==> config.mk <==
export PLATFORM = sky130hd
export DESIGN_NAME = audio_sd_dac
export DESIGN_NICKNAME = d
export VERILOG_FILES = /design/src/rtl/audio_sd_dac.sv
export SDC_FILE = /design/constraint.sdc
export NUM_CORES = 1
export LEC_CHECK = 0
export BUFFER_PORTS_ARGS = -buffer_cell sky130_fd_sc_hd__buf_2
export CORE_MARGIN = 2
export CORE_UTILIZATION = 65
export CTS_CLUSTER_DIAMETER = 40
export DETAILED_ROUTE_END_ITERATION = 6
export GPL_ROUTABILITY_DRIVEN = 0
export HOLD_SLACK_MARGIN = 0.03
export PLACE_DENSITY = 0.91
export SYNTH_ARGS = -nofsm -noshare
export SYNTH_HDL_FRONTEND = slang
export SYNTH_SLANG_ARGS = --single-unit
==> constraint.sdc <==
create_clock -name clk -period 4.5 [get_ports clk]
set_clock_uncertainty 0.1 [all_clocks]
set_input_delay 0.45 -clock clk [delete_from_list [all_inputs] [get_ports clk]]
set_output_delay 0.45 -clock clk [all_outputs]
set_load 0.01 [all_outputs]
==> src/rtl/audio_sd_dac.sv <==
// First-order sigma-delta audio DAC with a small sample FIFO.
// Samples from the voice mixer are buffered, released one per sample
// period into the current-sample register, and turned into a 1-bit
// pulse-density stream by a carry-out accumulator.
module audio_sd_dac #(
    parameter int DATA_W     = 12,
    parameter int FIFO_DEPTH = 4,
    parameter int DIV        = 256
) (
    input  logic                        clk,
    input  logic                        rst,
    input  logic                        enable,
    input  logic                        s_valid,
    output logic                        s_ready,
    input  logic [DATA_W-1:0]           s_data,
    output logic                        pdm_out,
    output logic                        underrun,
    output logic [$clog2(FIFO_DEPTH):0] fifo_level
);
    localparam int AW = $clog2(FIFO_DEPTH);
    localparam int CW = (DIV > 1) ? $clog2(DIV) : 1;
    localparam logic [AW:0]   LVL_FULL = (AW+1)'(FIFO_DEPTH);
    localparam logic [CW-1:0] CNT_LAST = CW'(DIV-1);

    // Handshake: a sample transfers on a rising edge where s_valid && s_ready.
    // s_ready depends on occupancy only, so upstream may hold s_valid and
    // s_data stable until the transfer without any combinational loop.

    logic [DATA_W-1:0] mem_q [FIFO_DEPTH];
    logic [AW-1:0]     wr_ptr_q, wr_ptr_d;
    logic [AW-1:0]     rd_ptr_q, rd_ptr_d;
    logic [AW:0]       level_q, level_d;
    logic [CW-1:0]     cnt_q, cnt_d;
    logic [DATA_W-1:0] cur_q, cur_d;
    logic [DATA_W:0]   acc_q, acc_d;
    logic              pdm_q, pdm_d;

    logic              tick;
    logic              push;
    logic              pop;
    logic [DATA_W-1:0] u;

    assign s_ready    = (level_q != LVL_FULL);
    assign fifo_level = level_q;
    assign pdm_out    = pdm_q;

    // The sample tick fires on the last count of an enabled period.
    assign tick     = enable && (cnt_q == CNT_LAST);
    assign push     = s_valid && s_ready;
    // Pop decision uses the occupancy before this edge, so a sample pushed
    // on the tick cycle into an empty buffer is not visible to that tick.
    assign pop      = tick && (level_q != '0);
    assign underrun = tick && (level_q == '0);

    // Offset binary: flipping the sign bit adds 2^(DATA_W-1).
    assign u = {~cur_q[DATA_W-1], cur_q[DATA_W-2:0]};

    // Next-state logic for buffer bookkeeping, sample timer and modulator.
    always_comb begin
        wr_ptr_d = wr_ptr_q;
        rd_ptr_d = rd_ptr_q;
        level_d  = level_q;
        cnt_d    = cnt_q;
        cur_d    = cur_q;
        acc_d    = acc_q;
        pdm_d    = 1'b0;

        if (push) begin
            wr_ptr_d = wr_ptr_q + 1'b1;
        end
        if (pop) begin
            rd_ptr_d = rd_ptr_q + 1'b1;
            cur_d    = mem_q[rd_ptr_q];
        end
        case ({push, pop})
            2'b10:   level_d = level_q + 1'b1;
            2'b01:   level_d = level_q - 1'b1;
            default: level_d = level_q;
        endcase

        // While disabled the counter keeps its position so the period
        // resumes where it stopped; the accumulator keeps its phase.
        if (enable) begin
            cnt_d = (cnt_q == CNT_LAST) ? '0 : cnt_q + 1'b1;
            acc_d = {1'b0, acc_q[DATA_W-1:0]} + {1'b0, u};
            pdm_d = acc_q[DATA_W];
        end
    end

    // Sample storage; contents need no reset because occupancy gates reads.
    always_ff @(posedge clk) begin
        if (push) begin
            mem_q[wr_ptr_q] <= s_data;
        end
    end

    // Control and datapath state with asynchronous reset to midscale idle.
    always_ff @(posedge clk or posedge rst) begin
        if (rst) begin
            wr_ptr_q <= '0;
            rd_ptr_q <= '0;
            level_q  <= '0;
            cnt_q    <= '0;
            cur_q    <= '0;
            acc_q    <= '0;
            pdm_q    <= 1'b0;
        end else begin
            wr_ptr_q <= wr_ptr_d;
            rd_ptr_q <= rd_ptr_d;
            level_q  <= level_d;
            cnt_q    <= cnt_d;
            cur_q    <= cur_d;
            acc_q    <= acc_d;
            pdm_q    <= pdm_d;
        end
    end

endmodule

==> run_summary.xml <==
<?xml version="1.0" encoding="UTF-8"?>
<metrics>
  <group name="layout">
    <metric name="layout_common_cells" unit="">sky130_fd_sc_hd__edfxtp_1, sky130_fd_sc_hd__dfrtp_1, sky130_fd_sc_hd__buf_2, sky130_fd_sc_hd__ha_1</metric>
    <metric name="antenna-diode-count" unit="">0</metric>
    <metric name="nNetsFinal" unit="">345</metric>
    <metric name="area.growth.synth_to_final" unit="%">9.28</metric>
    <metric name="layoutNonFillerInstCount" unit="">389</metric>
    <metric name="postLayoutCoreUtil" unit="">0.743</metric>
    <metric name="final_cell_area" unit="µm²">4450</metric>
    <metric name="post_route_cells_drive_above_1_share" unit="">0.226</metric>
    <metric name="layout.cells.most_common" unit="">sky130_fd_sc_hd__edfxtp_1</metric>
  </group>
  <group name="yosys">
    <metric name="synth-edff-count" unit="">48</metric>
    <metric name="post_synth.cell_area_avg" unit="µm²">14.4</metric>
    <metric name="synth-async-reset-ratio" unit="">0.461</metric>
    <metric name="yosys_register_bits" unit="">89</metric>
    <metric name="netlist_area" unit="µm²">4070</metric>
    <metric name="yosys_warnings" unit="">0</metric>
    <metric name="ys_types" unit="">41</metric>
    <metric name="postSynthNetCount" unit="">318</metric>
    <metric name="syn-instance-count" unit="">282</metric>
    <metric name="top_reg_cell_synth" unit="">sky130_fd_sc_hd__edfxtp_1</metric>
    <metric name="synth-seq-area-share" unit="">0.606</metric>
  </group>
  <group name="sta">
    <metric name="setup_total_negative_slack" unit="ns">0</metric>
    <metric name="final.hold.worst_slack" unit="ns">0.0821</metric>
    <metric name="timing.slew.headroom" unit="">0.492</metric>
    <metric name="report.final.hold_viol_count" unit="">0</metric>
    <metric name="fin_crit" unit="ns">2.60</metric>
    <metric name="setup_violations" unit="">0</metric>
    <metric name="final-max-slew-violation-count" unit="">0</metric>
    <metric name="max_freq" unit="MHz">384</metric>
    <metric name="postLayoutSetupSlackWorst" unit="ns">1.90</metric>
    <metric name="worstMarginPinSlew" unit="ns">0.762</metric>
    <metric name="finalCritPeriodShare" unit="">0.578</metric>
    <metric name="grt_setup_unrepaired" unit="">no</metric>
  </group>
  <group name="setup_path">
    <metric name="required" unit="ns">4.70</metric>
    <metric name="critical_path_peak_fanout" unit="">16</metric>
    <metric name="worstSetupPathType" unit="">flop to flop</metric>
    <metric name="timing.critical_path.cells" unit="">ha_1 &gt; nand4_4 &gt; nor4_4 &gt; buf_4 &gt; ha_1 &gt; inv_1 &gt; fa_1 &gt; xor2_1 &gt; nor2_1 &gt; xor2_1</metric>
    <metric name="capturing_element_type_of_the_critical_path" unit="">flop</metric>
    <metric name="cp-start-kind" unit="">flop</metric>
    <metric name="worst_path_max_delay_cell" unit="">sky130_fd_sc_hd__dfrtp_1</metric>
    <metric name="r2r.worst_path.cells" unit="">10</metric>
    <metric name="cp.arrival" unit="ns">2.80</metric>
    <metric name="critical_path.max_stage_delay" unit="ns">0.40</metric>
  </group>
  <group name="clocking">
    <metric name="cts-root-buf" unit="">sky130_fd_sc_hd__clkbuf_8</metric>
    <metric name="numCtsBuffers" unit="">9</metric>
    <metric name="cts-hold-fix-buffers" unit="">0</metric>
    <metric name="cts_resized" unit="">0</metric>
    <metric name="clock_insertion_delay_worst_skew" unit="ns">0.37</metric>
    <metric name="ctsHtreeMaxLevel" unit="">3</metric>
    <metric name="clkSlewWorstSetupHoldPaths" unit="ns">0.10</metric>
    <metric name="max-clock-path-buffers" unit="">2</metric>
    <metric name="cts_post_setup_buffers_inserted" unit="">0</metric>
    <metric name="cts_num_sinks" unit="">89</metric>
    <metric name="cts_tree" unit="">built</metric>
  </group>
  <group name="global_routing">
    <metric name="grt_max_degree" unit="">42</metric>
    <metric name="gr-usage-all-layers" unit="">0.220</metric>
    <metric name="grt_pass1_vias" unit="">2403</metric>
    <metric name="gr-total-overflow" unit="">0</metric>
    <metric name="antenna_found_initial" unit="">0</metric>
    <metric name="grt_pass1_wl" unit="µm">11700</metric>
  </group>
  <group name="place">
    <metric name="placed_cells" unit="">373</metric>
    <metric name="dp_slack" unit="ns">1.73</metric>
    <metric name="port-buffer-count" unit="">21</metric>
    <metric name="post_dp_cell_area" unit="µm²">4250</metric>
    <metric name="detailedPlacementHpwl" unit="µm">4590</metric>
  </group>
  <group name="floorplanning">
    <metric name="rows" unit="">28</metric>
    <metric name="die_x" unit="µm">83.2</metric>
    <metric name="initial_utilization" unit="">0.680</metric>
    <metric name="chipHeight" unit="µm">83.2</metric>
    <metric name="dieArea" unit="µm²">6920</metric>
    <metric name="ios" unit="">22</metric>
    <metric name="coreArea" unit="µm²">5990</metric>
  </group>
  <group name="power">
    <metric name="swShare" unit="">0.292</metric>
    <metric name="seq_power_share" unit="">0.553</metric>
    <metric name="p_comb_frac" unit="">0.157</metric>
    <metric name="p_per_area" unit="nW/µm²">445</metric>
    <metric name="power.leakage" unit="nW">1.86</metric>
    <metric name="switching_component_of_the_power" unit="µW">579</metric>
    <metric name="post-layout-total-power" unit="mW">1.98</metric>
    <metric name="max_ir_drop_vdd" unit="V">0.000473</metric>
    <metric name="p_int" unit="mW">1.40</metric>
    <metric name="power_share_of_the_clock_group" unit="">0.291</metric>
  </group>
  <group name="drt">
    <metric name="post_drt_via_cell_ratio" unit="">6.13</metric>
    <metric name="drc" unit="">0</metric>
    <metric name="detail-route-antenna-nets" unit="">0</metric>
    <metric name="wl" unit="µm">6890</metric>
    <metric name="vias" unit="">2384</metric>
    <metric name="dr.pass1.iters" unit="">4</metric>
    <metric name="route.detailed.wl_per_inst" unit="µm">17.7</metric>
    <metric name="initialDrtViolationCount" unit="">191</metric>
  </group>
  <group name="job">
    <metric name="max_cap_viol_count" unit="">0</metric>
  </group>
  <group name="outcome">
    <metric name="outcome" unit="">finished, final reports clean</metric>
  </group>
  <group name="hold_path">
    <metric name="hold_path_class" unit="">input port to async pin</metric>
  </group>
</metrics>
==> power by group through the flow <==
stage	registers (mW)	clock network [mW]	logic (mW)
after CTS	1.10	0.578	0.315
final	1.10	0.576	0.310
after detailed placement	1.11	0	0.310
after global routing	1.11	0.614	0.347
after floorplan	1.09	0	0.216
after global placement	1.10	0	0.290
==> cells by family after synthesis <==
kind of cell	count (synthesis)	synth area share
flip-flops	89	0.606
AND/OR/NAND/NOR	63	0.0820
AO/OA/AOI/OAI	49	0.0814
multiplexers	31	0.118
adder cells (fa/ha/maj)	20	0.0651
buffers and inverters	17	0.0197
XOR/XNOR	13	0.0279
==> final cells by class <==
type	instances	area, µm²
Sequential cell	89	2470
Fill cell	341	1540
Multi-Input combinational cell	176	1530
Clock buffer	9	124
Timing Repair Buffer	23	120
Tap cell	75	93.8
Clock inverter	7	82.6
Inverter	10	37.5
==> worst paths after layout <==
check	from	to	slack [ns]
worst min-delay path	rst	fifo_level[2]	0.08
worst max-delay path	cnt_q[0]	fifo_level[2]	1.90
min in group clk	s_data[0]	mem_q[2][0]	0.18
worst max register to register	cnt_q[0]	fifo_level[2]	1.90
worst min register to register	acc_q[12]	pdm_out	0.40
max in group asynchronous	rst	cur_q[4]	3.85
==> Yosys cell counts, types with 2 or more instances <==
master	number	area, µm²
sky130_fd_sc_hd__edfxtp_1	48	1440
sky130_fd_sc_hd__dfrtp_1	41	1030
sky130_fd_sc_hd__ha_1	18	225
sky130_fd_sc_hd__mux2_2	17	191
sky130_fd_sc_hd__nand2_1	17	63.8
sky130_fd_sc_hd__nor2_1	14	52.6
sky130_fd_sc_hd__mux4_2	12	270
sky130_fd_sc_hd__a21oi_1	10	50.1
sky130_fd_sc_hd__inv_1	10	37.5
sky130_fd_sc_hd__o21ai_0	10	50.1
sky130_fd_sc_hd__and3_1	7	43.8
sky130_fd_sc_hd__xnor2_1	7	61.3
sky130_fd_sc_hd__nand3_1	6	30.0
sky130_fd_sc_hd__nand4_1	6	37.5
sky130_fd_sc_hd__xor2_1	6	52.6
sky130_fd_sc_hd__a21o_1	5	37.5
sky130_fd_sc_hd__a211oi_1	4	30.0
sky130_fd_sc_hd__and2_1	4	25.0
sky130_fd_sc_hd__clkbuf_1	4	15.0
sky130_fd_sc_hd__nor3_1	4	20.0
sky130_fd_sc_hd__a211o_1	3	26.3
sky130_fd_sc_hd__o2bb2ai_1	3	26.3
sky130_fd_sc_hd__a221oi_1	2	17.5
sky130_fd_sc_hd__buf_6	2	22.5
sky130_fd_sc_hd__fa_1	2	40.0
sky130_fd_sc_hd__mux2i_1	2	20.0
sky130_fd_sc_hd__o211ai_1	2	15.0
sky130_fd_sc_hd__o21a_1	2	15.0
sky130_fd_sc_hd__o311ai_0	2	17.5
==> layer usage <==
layer,GRT usage,part of all wire,up-vias
met2,0.347,0.48,53
li1,-,-,1130
met5,0,0,-
met1,0.300,0.46,1186
met3,0.0398,0.032,15
met4,0.103,0.025,0
==> state kept, by name (all words and copies together) (netlist names) <==
name,cells
pdm_out,1
cur_q,12
cnt_q,8
fifo_level,3
rd_ptr_q,2
acc_q,13
wr_ptr_q,2
mem_q,48
==> critical path, delay by kind of cell (launching register included) <==
kind	cells	cell delay (ns)
and+or+nand+nor	3	0.53
buffers and inverters	2	0.33
xor gates and xnor gates	2	0.31
DFF	1	0.40
adders and majority gates	3	0.86
No activity file was read; power rests on OpenSTA's default activity.
